### config.mk
export PLATFORM = sky130hd
export DESIGN_NAME = uart_rx_framed
export DESIGN_NICKNAME = d
export VERILOG_FILES = /design/src/rtl/uart_pkg.sv /design/src/rtl/uart_sync2.sv /design/src/rtl/uart_rx_framed.sv
export SDC_FILE = /design/constraint.sdc
export NUM_CORES = 1
export LEC_CHECK = 0
export CAP_MARGIN = 0
export CORE_MARGIN = 5
export CORE_UTILIZATION = 48
export DETAILED_ROUTE_END_ITERATION = 10
export PLACE_DENSITY = 0.83
export SYNTH_ARGS = -nofsm -noshare
export SYNTH_HDL_FRONTEND = slang
export SYNTH_SLANG_ARGS = --single-unit
### constraint.sdc
create_clock -name clk -period 1.8 [get_ports clk]
set_input_delay 0.27 -clock clk [delete_from_list [all_inputs] [get_ports clk]]
set_output_delay 0.27 -clock clk [all_outputs]
set_load 0.1 [all_outputs]
### src/rtl/uart_pkg.sv
`default_nettype none
// ============================================================================
// Module      : uart_pkg
// Description : Shared types and helpers for the UART receive/transmit family.
//               Receiver FSM state encoding, parity-sense constants and the
//               bit-timer width helper.
// Revision    : 1.0 - initial release
// ============================================================================
package uart_pkg;

  typedef enum logic [2:0] {
    IDLE   = 3'd0,
    START  = 3'd1,
    DATA   = 3'd2,
    PARITY = 3'd3,
    STOP   = 3'd4
  } rx_state_t;

  localparam logic PARITY_EVEN = 1'b0;
  localparam logic PARITY_ODD  = 1'b1;

  // Width of a down-counter that must hold clocks_per_bit-1.
  function automatic int uart_timer_bits(input int clocks_per_bit);
    return $clog2(clocks_per_bit);
  endfunction

endpackage
`default_nettype wire

### src/rtl/uart_sync2.sv
`default_nettype none
// ============================================================================
// Module      : uart_sync2
// Description : Two-flop synchronizer for an asynchronous single-bit input.
//               The reset value is a parameter so idle-high serial lines and
//               idle-low flow-control inputs can share this block.
// Ports       : clk  - sampling clock
//               rst  - asynchronous active-high reset
//               d_i  - asynchronous input
//               q_o  - synchronized output (2 clk latency)
// Revision    : 1.0 - initial release
// ============================================================================
module uart_sync2 #(
  parameter logic RESET_VAL = 1'b1
) (
  input  logic clk,
  input  logic rst,
  input  logic d_i,
  output logic q_o
);
  import uart_pkg::*;

  logic meta_q;
  logic sync_q;

  always_ff @(posedge clk or posedge rst) begin
    if (rst) begin
      meta_q <= RESET_VAL;
      sync_q <= RESET_VAL;
    end else begin
      meta_q <= d_i;
      sync_q <= meta_q;
    end
  end

  assign q_o = sync_q;

endmodule
`default_nettype wire

### src/rtl/uart_rx_framed.sv
`default_nettype none
// ============================================================================
// Module      : uart_rx_framed
// Description : Parametrised UART receiver with mid-bit sampling, start-bit
//               glitch rejection, stop-bit framing check and optional parity.
//               Optional feature macro: UART_RX_PARITY_EN (adds a parity bit
//               after the payload and makes out_parity_err live).
// Ports       : clk            - sole clock
//               rst            - asynchronous active-high reset
//               ser_rx         - asynchronous serial line, idles high
//               out_data       - last received payload (LSB first on wire)
//               out_valid      - 1-cycle pulse, good frame
//               out_frame_err  - 1-cycle pulse, stop bit sampled low
//               out_parity_err - 1-cycle pulse, parity mismatch
//               busy           - high whenever the FSM is not idle
// Revision    : 1.0 - initial release
// ============================================================================
module uart_rx_framed
  import uart_pkg::*;
#(
  parameter int clocks_per_bit = 4,
  parameter int data_bits      = 8,
  parameter bit parity_odd     = 1'b0
) (
  input  logic                 clk,
  input  logic                 rst,
  input  logic                 ser_rx,
  output logic [data_bits-1:0] out_data,
  output logic                 out_valid,
  output logic                 out_frame_err,
  output logic                 out_parity_err,
  output logic                 busy
);

  localparam int            TW          = uart_timer_bits(clocks_per_bit);
  localparam int            IW          = $clog2(data_bits);
  localparam logic [TW-1:0] HALF_RELOAD = TW'(clocks_per_bit / 2 - 1);
  localparam logic [TW-1:0] FULL_RELOAD = TW'(clocks_per_bit - 1);
  localparam logic [IW-1:0] LAST_IDX    = IW'(data_bits - 1);

  logic                 rx_s;
  rx_state_t            state_q, state_d;
  logic [TW-1:0]        timer_q, timer_d;
  logic [IW-1:0]        idx_q, idx_d;
  logic [data_bits-1:0] shift_q, shift_d;
  logic [data_bits-1:0] data_q, data_d;
  logic                 wait_high_q, wait_high_d;
  logic                 valid_q, valid_d;
  logic                 ferr_q, ferr_d;
  logic                 tick;

`ifdef UART_RX_PARITY_EN
  logic par_q, par_d;
  logic perr_q, perr_d;
  logic par_fail;
  assign par_fail = (((^shift_q) ^ par_q) != parity_odd);
`else
  logic unused_parity_odd;
  assign unused_parity_odd = parity_odd;
`endif

  uart_sync2 #(
    .RESET_VAL (1'b1)
  ) u_sync (
    .clk (clk),
    .rst (rst),
    .d_i (ser_rx),
    .q_o (rx_s)
  );

  assign tick = (timer_q == '0);

  always_comb begin
    state_d     = state_q;
    timer_d     = timer_q;
    idx_d       = idx_q;
    shift_d     = shift_q;
    data_d      = data_q;
    wait_high_d = wait_high_q;
    valid_d     = 1'b0;
    ferr_d      = 1'b0;
`ifdef UART_RX_PARITY_EN
    par_d       = par_q;
    perr_d      = 1'b0;
`endif

    if ((state_q != IDLE) && !tick) begin
      timer_d = timer_q - 1'b1;
    end

    case (state_q)
      IDLE: begin
        // After a framing error the line must be seen high again before a
        // new start bit is accepted; a held break yields only one error.
        if (wait_high_q) begin
          if (rx_s) begin
            wait_high_d = 1'b0;
          end
        end else if (!rx_s) begin
          state_d = START;
          timer_d = HALF_RELOAD;
        end
      end

      START: begin
        if (tick) begin
          timer_d = FULL_RELOAD;
          if (rx_s) begin
            state_d = IDLE;
          end else begin
            state_d = DATA;
            idx_d   = '0;
          end
        end
      end

      DATA: begin
        if (tick) begin
          timer_d = FULL_RELOAD;
          shift_d = {rx_s, shift_q[data_bits-1:1]};
          if (idx_q == LAST_IDX) begin
`ifdef UART_RX_PARITY_EN
            state_d = PARITY;
`else
            state_d = STOP;
`endif
          end else begin
            idx_d = idx_q + 1'b1;
          end
        end
      end

      PARITY: begin
`ifdef UART_RX_PARITY_EN
        if (tick) begin
          timer_d = FULL_RELOAD;
          par_d   = rx_s;
          state_d = STOP;
        end
`else
        state_d = IDLE;
`endif
      end

      STOP: begin
        // Act at mid stop bit; the second half is ignored so a back-to-back
        // start edge can be caught from IDLE on the very next cycle.
        if (tick) begin
          state_d = IDLE;
          data_d  = shift_q;
          if (!rx_s) begin
            ferr_d      = 1'b1;
            wait_high_d = 1'b1;
`ifdef UART_RX_PARITY_EN
          end else if (par_fail) begin
            perr_d = 1'b1;
`endif
          end else begin
            valid_d = 1'b1;
          end
        end
      end

      default: begin
        state_d = IDLE;
      end
    endcase
  end

  always_ff @(posedge clk or posedge rst) begin
    if (rst) begin
      state_q     <= IDLE;
      timer_q     <= '0;
      idx_q       <= '0;
      shift_q     <= '0;
      data_q      <= '0;
      wait_high_q <= 1'b0;
      valid_q     <= 1'b0;
      ferr_q      <= 1'b0;
`ifdef UART_RX_PARITY_EN
      par_q       <= 1'b0;
      perr_q      <= 1'b0;
`endif
    end else begin
      state_q     <= state_d;
      timer_q     <= timer_d;
      idx_q       <= idx_d;
      shift_q     <= shift_d;
      data_q      <= data_d;
      wait_high_q <= wait_high_d;
      valid_q     <= valid_d;
      ferr_q      <= ferr_d;
`ifdef UART_RX_PARITY_EN
      par_q       <= par_d;
      perr_q      <= perr_d;
`endif
    end
  end

  assign out_data      = data_q;
  assign out_valid     = valid_q;
  assign out_frame_err = ferr_q;
  assign busy          = (state_q != IDLE);

`ifdef UART_RX_PARITY_EN
  assign out_parity_err = perr_q;
`else
  assign out_parity_err = 1'b0;
`endif

endmodule
`default_nettype wire

=== After elaboration in Yosys (flattened, before gate mapping) ===
Cells that the tools add are included.

* $add $sub $neg: 2
* Equality and inequality tests: 13
* Muxes and demuxes: 28
* Reductions and logical operators: 13

{| class="wikitable"
|+ Operators with widths
! kind !! count
|-
| two-way mux 3 bit || 10
|-
| != test 2 bit, second input constant || 9
|-
| one-hot mux 3 bit (4 select lines) || 1
|-
| two-way mux 2 bit || 5
|-
| two-way mux 1 bit || 9
|-
| equality test 3 bit, second input constant || 2
|-
| one-hot mux 3 bit (2 select lines) || 1
|-
| AND reduction 6 bit || 1
|-
| AND reduction 5 bit || 1
|-
| one-hot mux 2 bit (2 select lines) || 1
|-
| AND reduction 2 bit || 2
|-
| nonzero test 2 bit || 2
|-
| adder 3 x 1 -> 3 bit, second input constant || 1
|-
| equality test 3 x 1 -> 1 bit, second input constant || 1
|-
| equality test 3 x 2 -> 1 bit, second input constant || 1
|-
| logical NOT 3 bit || 1
|-
| AND reduction 3 bit || 1
|-
| nonzero test 3 bit || 1
|-
| logical NOT 2 bit || 1
|-
| one-hot mux 1 bit (2 select lines) || 1
|-
| OR reduction 2 bit || 1
|-
| subtractor 2 x 1 -> 2 bit, second input constant || 1
|-
| logical AND 1 bit || 1
|-
| logical NOT 1 bit || 1
|}

* Bits in registers: 29
* Input bits: 3
* Output and inout bits: 12
* Logic and storage cells: 66

=== Longest topological paths before layout ===
Gate-level depths: netlist (run 1).

* Depth after elaboration: 7
* Gate-level depth with buffers: 7

=== Modules after synthesis ===
From an unflattened synthesis (run 1), not the netlist that was laid out.

* Cell total of the unflattened synthesis: 104
* Area, all modules: 1305.0 µm²

{| class="wikitable"
|+ By module, submodules not included
! module !! times used !! cells each !! area an instance (µm²) !! sequential area each (µm²)
|-
| uart_rx_framed || 1 || 101 || 1248.7 || 675.6
|-
| uart_sync2 || 1 || 3 || 56.3 || 52.6
|}

=== Worst setup path after synthesis (run 1) ===
No wires, ideal clock.

* Kind: reg2reg
* Start point: register state_q[1]
* End point: register timer_q[1]
* Data arrival time: 1594 ps
* Path slack: 79 ps
* Stages on the path, launching flop included: 6
* Buffers on the path: 1
* Clock period less this slack: 1721 ps
* Path through: dfrtp_1 > or3_1 > buf_2 > a21oi_2 > a221oi_2 > o32a_1

* Cells in the longest elaborated chain, start to end: 6
* Elaborated cells on any way between the ends: 11
* Those cells by class: eq/ne (2); mux (5); reduce/logical (4)

{| class="wikitable"
|+ Ends and longest elaborated chain
! what !! RTL line !! source
|-
| start, declared || uart_rx_framed.sv:42 || <nowiki>rx_state_t state_q, state_d;</nowiki>
|-
| start signal, assigned || uart_rx_framed.sv:185 || <nowiki>state_q <= state_d;</nowiki>
|-
| nonzero test 3 bit * || n/a ||
|-
| via busy || uart_rx_framed.sv:32 || <nowiki>output logic busy</nowiki>
|-
| logical AND 1 bit * || uart_rx_framed.sv:87 || <nowiki>if ((state_q != IDLE) && !tick) begin</nowiki>
|-
| two-way mux 2 bit * || uart_rx_framed.sv:87 ||
|-
| two-way mux 2 bit || uart_rx_framed.sv:99 || <nowiki>end else if (!rx_s) begin</nowiki>
|-
| two-way mux 2 bit || uart_rx_framed.sv:95 || <nowiki>if (wait_high_q) begin</nowiki>
|-
| one-hot mux 2 bit (2 select lines) * || uart_rx_framed.sv:91 || <nowiki>case (state_q)</nowiki>
|-
| via timer_d[1] || uart_rx_framed.sv:43 || <nowiki>logic [TW-1:0] timer_q, timer_d;</nowiki>
|-
| end signal, assigned || uart_rx_framed.sv:186 || <nowiki>timer_q <= timer_d;</nowiki>
|-
| end, declared || uart_rx_framed.sv:43 ||
|}

Mark *: on every way through the listed nets, which the timed path passes. The rest lies on a longest branch.
A chain may end at the register's enable or synchronous reset.

==> impl_metrics.ini, run 1 <==
[synthesis]
synth_nets = 106
ys_ff_latch = 29
synth.top_cell.area_share_pct = 52.4
syn-mean-instance-area_sq_um = 12.9
synth_cell_types = 31
synth_top_area_cell = dfrtp_1
synth_ff_type = dfrtp_1
synth_edf_count = 0
synth_area_sq_mm = 0.00129
netlist_instances = 100
seq_area_frac_synth_pct = 56.5
yosys-top-cells-area = dfrtp_1 52%, mux2_2 15%, dfstp_2 4.1%
yosysWarnings = 0
async_reset_ff_share_pct = 100

[timing]
fmax_ghz = 0.574
slew_violations = 0
tightest_slew_ps = 545
setup-tns-final_ps = 0
fin_crit_ps = 1740
fin_hold_ws_ps = 305
clock_skew_ps = 4.14
finalSetupViolations = 0
fin_crit_sh_pct = 96.9
finalHoldViolations = 0
relSlewSlack_pct = 63.3

[clock_tree]
cts.sink_count = 29
clkTransAtPathRegs_ps = 90
cts_tree = yes
cts_buffers = 5
cts_setup_buffers = 0
cts_hold_buf = 0
cts_buffer_depth = 2
clock_latency_ps = 310
cts-root-buf = clkbuf_4
cts_htree_levels = 2

[layout]
num_antenna_cells = 0
areaGrowthSynthToFinish_pct = 21.6
final_area_sq_mm = 0.00157
nFillCells = 201
stdcell_count = 152
post_route_cells_drive_above_1_share_pct = 41.8
layout_common_cells = 27 x dfrtp_1, 17 x mux2_2, 15 x buf_4, 6 x inv_1
multi_input_area_sq_um = 537
final_common_cell = dfrtp_1
num-nets-final = 127
regArea_sq_um = 728

[place]
gp_congestion = 0.853
dp_hpwl_mm = 1.64
dp.cells = 144
placed_area_sq_mm = 0.00148
io_buffer_count = 13

[global_routing]
grt_use_total_pct = 15.7
grt_overflow_total = 0
antenna_found_initial = 0
grt_pass1_wl_mm = 4.22
grt_max_degree = 30
grt_pass1_vias = 938

[die]
core_sq_mm = 0.00252
rows = 18
start_util_pct = 51.1
io_pins = 15
die-height_um = 61.8
dieArea_sq_mm = 0.00382
die_w_um = 61.8

[worst_setup_path]
worst-endpoint-required_ps = 2050
worstPathArrival_ps = 2000
end_kind = flip-flop
worst-path-max-fanout = 4
critPathKind = reg -> reg
cp-start-kind = flip-flop

[hold_path]
hold_class = in -> async

[power]
peakVddDrop_uv = 1240
cellLeakagePower_nw = 0.743
power_density_mw_per_mm2 = 1370

[run]
cap_violations = 0

[run_status]
outcome = completed

[drt]
first_iter_violations = 19
first_pass_iters = 6
drc = 0
wl_per_cell_um = 16.2
viasPerCell = 5.74
routed_wl_mm = 2.47
antenna_left = 0
vias = 873
[layer usage]
layer  global-route usage [%]  wire [um]  vias to the layer above
li1                         -          -                      397
met1                     19.2        985                      430
met2                     23.3       1250                       34
met3                     7.02        145                       12
met4                     8.48         84                        0
met5                        0          0                        -
[Yosys cell counts, drive strengths merged, types with 2 or more instances]
cell type and count:
mux2 17, dfstp 2, a22o 2, a32oi 2
nor3 4, nor4 2, inv 6, dfrtp 27
nand2 4, buf 6, nor2 5, and2 2
o21ai 3, ha 3, a211oi 2, a21oi 2
[worst max-delay path: stages, from the launching register on]
cell and delay [ps]:
dfrtp_1 410, ha_1 220, ha_2 210, a211oi_4 250, o31ai_4 130, a221oi_2 290
o32a_1 170
[per-stage QoR]
stage / util (%) / worst slack, ps / power (mW)
finish: 62.1 / 56.3 / 2.14
global route: 62.1 / -5.80 / 2.28
CTS: 61.2 / 15.7 / 2.09
detailed placement: 58.8 / -0.00677 / 1.70
global placement: 58.8 / 130 / 1.66
floorplan: - / 79.4 / 1.48
[layout make-up]
type,count,area share (%)
flip-flops and latches,29,46.5
multi-input cells,59,34.3
repair buffers,20,12.3
clock buffers,8,3.12
well taps,30,2.40
inverters,6,1.44
[state kept, by name, summed over array words and instances, names as in the netlist]
signal,flops
u_sync.meta_q,1
idx_q,3
timer_q,2
out_data,8
out_valid,1
shift_q,8
u_sync.q_o,1
out_frame_err,1
state_q,3
wait_high_q,1
[kinds of logic after synthesis]
family / share of synthesized area [%]
other: 0.291
AND/OR/NAND/NOR: 9.61
buffers and inverters: 4.47
multiplexers: 14.9
XOR/XNOR: 0.680
flip-flops: 56.5
adder cells (fa/ha/maj): 2.91
AO/OA/AOI/OAI: 10.7
[final timing paths]
path | endpoint | startpoint | cells past startpoint | slack (ps)
setup reg to reg | timer_q[1] | idx_q[0] | 6 | 60
hold reg to reg | u_sync.q_o | u_sync.meta_q | 0 | 360
hold / removal | out_data[5] | rst | 3 | 300
max in group asynchronous | u_sync.q_o | rst | 3 | 1200
min in group clk | u_sync.meta_q | ser_rx | 1 | 360
setup / recovery | timer_q[1] | idx_q[0] | 6 | 60
[timing repair]
action,CTS,global route
pin swaps,0,1
setup endpoints to repair,1,4
gates resized for setup,2,5
[where the power goes]
part / internal [mW] / leakage, nW / switching (mW) / total (mW)
Combinational: 0.393 / 0.330 / 0.531 / 0.924
Sequential: 0.755 / 0.387 / 0.104 / 0.859
Clock: 0.155 / 0.0265 / 0.205 / 0.360
Total: 1.30 / 0.743 / 0.840 / 2.14
Note: power is estimated with default switching activity, not from simulation.
==> run 2: changes to the inputs <==
--- a/config.mk
+++ b/config.mk
@@ -5,7 +5,6 @@
 export SDC_FILE = /design/constraint.sdc
 export NUM_CORES = 1
 export LEC_CHECK = 0
-export CAP_MARGIN = 0
 export CORE_MARGIN = 5
 export CORE_UTILIZATION = 48
 export DETAILED_ROUTE_END_ITERATION = 10
==> results of run 2 <==
No change in the layout: final DEF, timing and power equal those of run 1.
==> run 3: changes to the inputs <==
--- a/config.mk
+++ b/config.mk
@@ -9,6 +9,7 @@
 export CORE_UTILIZATION = 48
 export DETAILED_ROUTE_END_ITERATION = 10
 export PLACE_DENSITY = 0.83
+export SLEW_MARGIN = 10
 export SYNTH_ARGS = -nofsm -noshare
 export SYNTH_HDL_FRONTEND = slang
 export SYNTH_SLANG_ARGS = --single-unit
==> results of run 3 <==
No change in the layout: final DEF, timing and power equal those of run 1.
